**src/rtl/serial_sub_pkg.sv**
```systemverilog
// Shared constants for the bit-serial subtractor: FSM state encoding and default operand width.
package serial_sub_pkg;

    localparam int DEFAULT_WIDTH = 8;

    localparam logic [1:0] ST_IDLE = 2'd0;
    localparam logic [1:0] ST_RUN  = 2'd1;
    localparam logic [1:0] ST_DONE = 2'd2;

endpackage

```
**src/rtl/serial_sub_if.sv**
```systemverilog
// Operand/result handshake bundle for serial_sub: requester drives start/a/b, the subtractor returns busy/done/diff/borrow.
interface serial_sub_if
#(
    parameter int WIDTH = serial_sub_pkg::DEFAULT_WIDTH
);
    logic             start;
    logic [WIDTH-1:0] a;
    logic [WIDTH-1:0] b;
    logic             busy;
    logic             done;
    logic [WIDTH-1:0] diff;
    logic             borrow;

    modport master (
        output start, a, b,
        input  busy, done, diff, borrow
    );

    modport slave (
        input  start, a, b,
        output busy, done, diff, borrow
    );
endinterface

```
**src/rtl/serial_sub_fullsub.sv**
```systemverilog
// Combinational full subtractor (a - b - bin) from two chained half-subtractor cells.
module serial_sub_fullsub (
    input  logic a,
    input  logic b,
    input  logic bin,
    output logic d,
    output logic bout
);
    logic w_d1;
    logic w_b1;
    logic w_b2;

    // first cell computes a - b, second subtracts the incoming borrow from that partial difference
    assign w_d1 = a ^ b;
    assign w_b1 = ~a & b;
    assign d    = w_d1 ^ bin;
    assign w_b2 = ~w_d1 & bin;
    assign bout = w_b1 | w_b2;
endmodule

```
**src/rtl/serial_sub.sv**
```systemverilog
// Bit-serial a - b, LSB first, one bit per clock: done pulses WIDTH cycles after the start edge.
// No backpressure; start is ignored while busy or done, so throughput is one op per WIDTH+2 cycles.
module serial_sub
    import serial_sub_pkg::*;
#(
    parameter int WIDTH = DEFAULT_WIDTH
) (
    input  logic        clk,
    input  logic        rst,
    serial_sub_if.slave bus
);
    localparam int CNT_W = $clog2(WIDTH);
    localparam logic [CNT_W-1:0] LAST_BIT = CNT_W'(WIDTH - 1);

    logic [1:0]       r_state;
    logic [CNT_W-1:0] r_cnt;
    logic [WIDTH-1:0] r_sa;
    logic [WIDTH-1:0] r_sb;
    logic [WIDTH-1:0] r_sr;
    logic             r_bq;
    logic [WIDTH-1:0] r_diff;
    logic             r_borrow;

    logic             w_d;
    logic             w_bout;

    serial_sub_fullsub u_fullsub (
        .a    (r_sa[0]),
        .b    (r_sb[0]),
        .bin  (r_bq),
        .d    (w_d),
        .bout (w_bout)
    );

    always_ff @(posedge clk) begin
        if (rst) begin
            r_state  <= ST_IDLE;
            r_cnt    <= '0;
            r_sa     <= '0;
            r_sb     <= '0;
            r_sr     <= '0;
            r_bq     <= 1'b0;
            r_diff   <= '0;
            r_borrow <= 1'b0;
        end else begin
            case (r_state)
                ST_IDLE: begin
                    if (bus.start) begin
                        r_sa    <= bus.a;
                        r_sb    <= bus.b;
                        r_sr    <= '0;
                        r_bq    <= 1'b0;
                        r_cnt   <= '0;
                        r_state <= ST_RUN;
                    end
                end
                ST_RUN: begin
                    r_sa <= r_sa >> 1;
                    r_sb <= r_sb >> 1;
                    r_sr <= {w_d, r_sr[WIDTH-1:1]};
                    r_bq <= w_bout;
                    // the last bit goes straight into the result register alongside the shifted partials
                    if (r_cnt == LAST_BIT) begin
                        r_diff   <= {w_d, r_sr[WIDTH-1:1]};
                        r_borrow <= w_bout;
                        r_state  <= ST_DONE;
                    end else begin
                        r_cnt <= r_cnt + CNT_W'(1);
                    end
                end
                ST_DONE: begin
                    r_state <= ST_IDLE;
                end
                default: begin
                    r_state <= ST_IDLE;
                end
            endcase
        end
    end

    assign bus.busy   = (r_state == ST_RUN);
    assign bus.done   = (r_state == ST_DONE);
    assign bus.diff   = r_diff;
    assign bus.borrow = r_borrow;
endmodule

```
**src/flat_wrapper.sv**
```systemverilog
// flat-port wrapper written by rule: the top's interface ports become plain ports
module serial_sub_flat import serial_sub_pkg::*;
#(
    parameter int WIDTH = DEFAULT_WIDTH
)
  (clk, rst, bus_start, bus_a, bus_b, bus_busy, bus_done, bus_diff, bus_borrow);
  serial_sub_if #(.WIDTH(WIDTH)) bus_i ();
  input  logic clk;
  input  logic rst;
  input wire logic [$bits(bus_i.start)-1:0] bus_start;
  input wire logic [$bits(bus_i.a)-1:0] bus_a;
  input wire logic [$bits(bus_i.b)-1:0] bus_b;
  output wire logic [$bits(bus_i.busy)-1:0] bus_busy;
  output wire logic [$bits(bus_i.done)-1:0] bus_done;
  output wire logic [$bits(bus_i.diff)-1:0] bus_diff;
  output wire logic [$bits(bus_i.borrow)-1:0] bus_borrow;
  assign bus_i.start = bus_start;
  assign bus_i.a = bus_a;
  assign bus_i.b = bus_b;
  assign bus_busy = bus_i.busy;
  assign bus_done = bus_i.done;
  assign bus_diff = bus_i.diff;
  assign bus_borrow = bus_i.borrow;
  serial_sub #(.WIDTH(WIDTH)) u_core (.clk(clk), .rst(rst), .bus(bus_i));
endmodule
```
**config.mk**
```make
export PLATFORM = sky130hd
export DESIGN_NAME = serial_sub_flat
export DESIGN_NICKNAME = d
export VERILOG_FILES = /design/src/rtl/serial_sub_pkg.sv /design/src/rtl/serial_sub_if.sv /design/src/rtl/serial_sub_fullsub.sv /design/src/rtl/serial_sub.sv /design/src/flat_wrapper.sv
export SDC_FILE = /design/constraint.sdc
export NUM_CORES = 1
export LEC_CHECK = 0
export BUFFER_PORTS_ARGS = -buffer_cell sky130_fd_sc_hd__buf_4
export CAP_MARGIN = 10
export CORE_AREA = 8 8 53 88
export CTS_CLUSTER_DIAMETER = 80
export CTS_CLUSTER_SIZE = 10
export DETAILED_ROUTE_END_ITERATION = 7
export DIE_AREA = 0 0 61 96
export PLACE_DENSITY = 0.76
export SYNTH_ARGS = -nofsm -noshare
export SYNTH_HDL_FRONTEND = slang
export SYNTH_SLANG_ARGS = --single-unit
```
**constraint.sdc**
```tcl
create_clock -name clk -period 1.2 [get_ports clk]
set_input_delay 0.18 -clock clk [delete_from_list [all_inputs] [get_ports clk]]
set_output_delay 0.18 -clock clk [all_outputs]
set_load 0.1 [all_outputs]
```
==> flow_summary.json <==
{
  "antenna_left": 0,
  "crit_type": "reg2reg",
  "synth.distinct_cells": 32,
  "power_mw": 2.70,
  "synthTopCellsByCount": "dfxtp_1 (38), nor2_1 (27), a21oi_1 (17)",
  "clock_sinks": 38,
  "crit_path_start_kind": "register",
  "ioPinCount": 30,
  "synth_top_flop_cell": "dfxtp_1",
  "drc": 0,
  "coreArea_mm2": 0.00352,
  "synth_edf_count": 0,
  "min_period_ns": 1.27,
  "placed_cell_area_mm2": 0.00206,
  "wl_um": 4290,
  "yosysWarnings": 0,
  "cp-startpoint": "u_core.r_cnt[0]",
  "numCtsBuffers": 5,
  "whs_ns": 0.181,
  "post-route-cell-area_mm2": 0.00243,
  "r2r-start": "u_core.r_cnt[0]",
  "relSlewSlack_pct": 77.4,
  "cap_violations": 0,
  "placed_cells": 259,
  "area_growth_syn_to_layout_pct": 48.1,
  "grt_pass1_vias": 1522,
  "r2r_slack_ns": -0.07,
  "max_freq_ghz": 0.785,
  "grt-ovfl-total": 0,
  "fin_tns_setup_ns": -0.664,
  "antenna_found_initial": 0,
  "setup_viol_count_final": 14,
  "violations": "setup timing",
  "yosysTopAreaCell": "dfxtp_1",
  "ys_ff_latch": 38,
  "drt_iter0_drc": 51,
  "critPathArrivalTime_ns": 1.43,
  "first_pass_iters": 4,
  "status": "complete, but fails checks",
  "nets": 253,
  "max-vdd-ir-drop_mv": 1.17,
  "grtUsageMet1_pct": 16.4,
  "grt_use_total_pct": 15.6,
  "root_buffer": "clkbuf_8",
  "finalCritPeriodShare_pct": 106,
  "p_leak_nw": 0.962,
  "cts_max_level": 2,
  "synthCells": 180,
  "viasPerCell": 5.40,
  "diodes": 0,
  "start_util_pct": 46.6,
  "cp_max_fo": 9,
  "cts.path.max_buffers": 2,
  "grt_busiest_layer": "met2",
  "yosysTopAreaCellShare_pct": 46.3,
  "final_core_util_pct": 69.1,
  "synth_area_leaders": "dfxtp_1 (46%), mux2i_1 (7.3%), nor2_1 (6.2%)",
  "die_w_um": 61,
  "io_buffer_count": 29,
  "fin_ws_ns": -0.0733,
  "crit_path_end_kind": "register",
  "grt_pass1_wl_um": 6870,
  "grt_max_degree": 29,
  "hold_class": "in2reg",
  "dr_total_vias": 1500,
  "worst_pin_slew_ns": 0.339,
  "p_per_area_mw_per_mm2": 1110,
  "post_drt_wl_per_cell_um": 15.4,
  "netlist_area_mm2": 0.00164,
  "drive_gt1_share_pct": 47.8,
  "required_ns": 1.36,
  "use_met3_pct": 5.35,
  "r2r_end": "u_core.bus.diff[5]",
  "fin_skew_ns": 0.00793,
  "clk_latency_ns": 0.29,
  "path_clk_slew_ns": 0.07,
  "async_reset_ff_share_pct": 0,
  "final_hold_viol_count": 0,
  "die_y_um": 96,
  "post-place-ws_ns": -0.0440,
  "rsz0062_at_grt": "yes",
  "avgSynthCellArea_um2": 9.12,
  "use_met2_pct": 26.0,
  "worst_r2r_path_depth": 6,
  "synth-seq-area-share_pct": 46.3,
  "dp.final_hpwl_um": 2670,
  "slew_viol_final": 0,
  "yosysMostFrequentCell": "dfxtp_1",
  "finalNonFillerCells": 278,
  "num_rows": 29,
  "synth.net_count": 202,
  "cp-endpoint": "u_core.bus.diff[5]",
  "cts_tree": "yes",
  "dieArea_mm2": 0.00586,
  "routabilityCongestion": 0.760
}
[cell families after synthesis]
kind of cell             Yosys count  share of synthesized area [%]
AND/OR/NAND/NOR                   60                           17.5
multiplexers                      12                           7.32
buffers and inverters             21                           7.47
AO/OA/AOI/OAI                     46                           18.7
flip-flops                        38                           46.3
adder cells (fa/ha/maj)            3                           2.74
[cells in the final DEF, fill, tap and decap left out, types with 2 or more instances in the layout]
cell type / synthesis / layout
a211oi_1: 11 / 9
a211oi_2: 0 / 2
a21oi_1: 17 / 15
a22oi_1: 7 / 2
a22oi_2: 0 / 5
a31oi_1: 3 / 3
buf_12: 1 / 6
buf_4: 4 / 43
buf_6: 1 / 8
clkbuf_8: 0 / 6
dfxtp_1: 38 / 22
dfxtp_2: 0 / 14
dfxtp_4: 0 / 2
ha_4: 0 / 2
inv_1: 5 / 3
inv_2: 1 / 2
mux2i_1: 12 / 12
nand2_1: 11 / 11
nand3_1: 12 / 12
nand4bb_1: 2 / 2
nor2_1: 27 / 21
nor2_2: 0 / 6
nor3_1: 2 / 2
o21ai_0: 2 / 2
o221a_2: 2 / 2
[power by group]
part	leakage, nW	switching (mW)	internal, mW
logic	0.595	0.210	0.235
clock network	0.0482	0.430	0.463
registers	0.319	0.0433	1.32
total	0.962	0.684	2.01
[worst min-delay path by stage]
| stage | from | to | slack [ns] | depth (start not counted) |
|---|---|---|---|---|
| 2_1_floorplan | bus_a[7] | u_core.r_sa[7] | 0.36 | 2 |
| 3_3_place_gp | u_core.bus.diff[2] | u_core.bus.diff[2] | 0.45 | 2 |
| 3_5_place_dp | u_core.bus.diff[2] | u_core.bus.diff[2] | 0.44 | 2 |
| 4_1_cts | bus_a[7] | u_core.r_sa[7] | 0.17 | 3 |
| 5_1_grt | bus_a[7] | u_core.r_sa[7] | 0.19 | 3 |
| 6_report | bus_a[7] | u_core.r_sa[7] | 0.18 | 3 |
[cell type report]
type / instances / area, um2
inverter: 6 / 27.5
tap: 46 / 57.6
clock buffer: 7 / 86.3
clock inverter: 1 / 5.00
multi-input combinational: 121 / 883
fill: 278 / 1090
timing repair buffer: 59 / 586
sequential: 38 / 786
[state kept, by name (all words and copies together) (netlist names)]
signal / flops
u_core.bus.diff: 8
u_core.r_sb: 8
u_core.r_sr: 7
u_core.r_bq: 1
u_core.r_sa: 8
u_core.r_cnt: 3
u_core.bus.borrow: 1
u_core.r_state: 2
[layer usage]
layer	routed length, um	vias to the layer above	share of wire [%]
li1	-	735	-
met1	1720	720	40
met2	2250	33	52
met3	192	12	4.5
met4	128	0	3.0
met5	0	-	0
[what timing repair did]
action / CTS / global route
resized for setup: 24 / 23
setup buffers: 6 / 3
pin swaps: 9 / 13
endpoints found under the setup margin: 16 / 35
cloned: 1 / 1
hold buffers: 0 / 0
[critical path, cell delays in order (launching register included)]
cell and delay [ns]:
dfxtp_2 0.36, ha_4 0.15, ha_4 0.22, nand3b_1 0.15, buf_12 0.17, nand2_1 0.05, a21oi_1 0.06
Power figures use the tool's default switching activity.
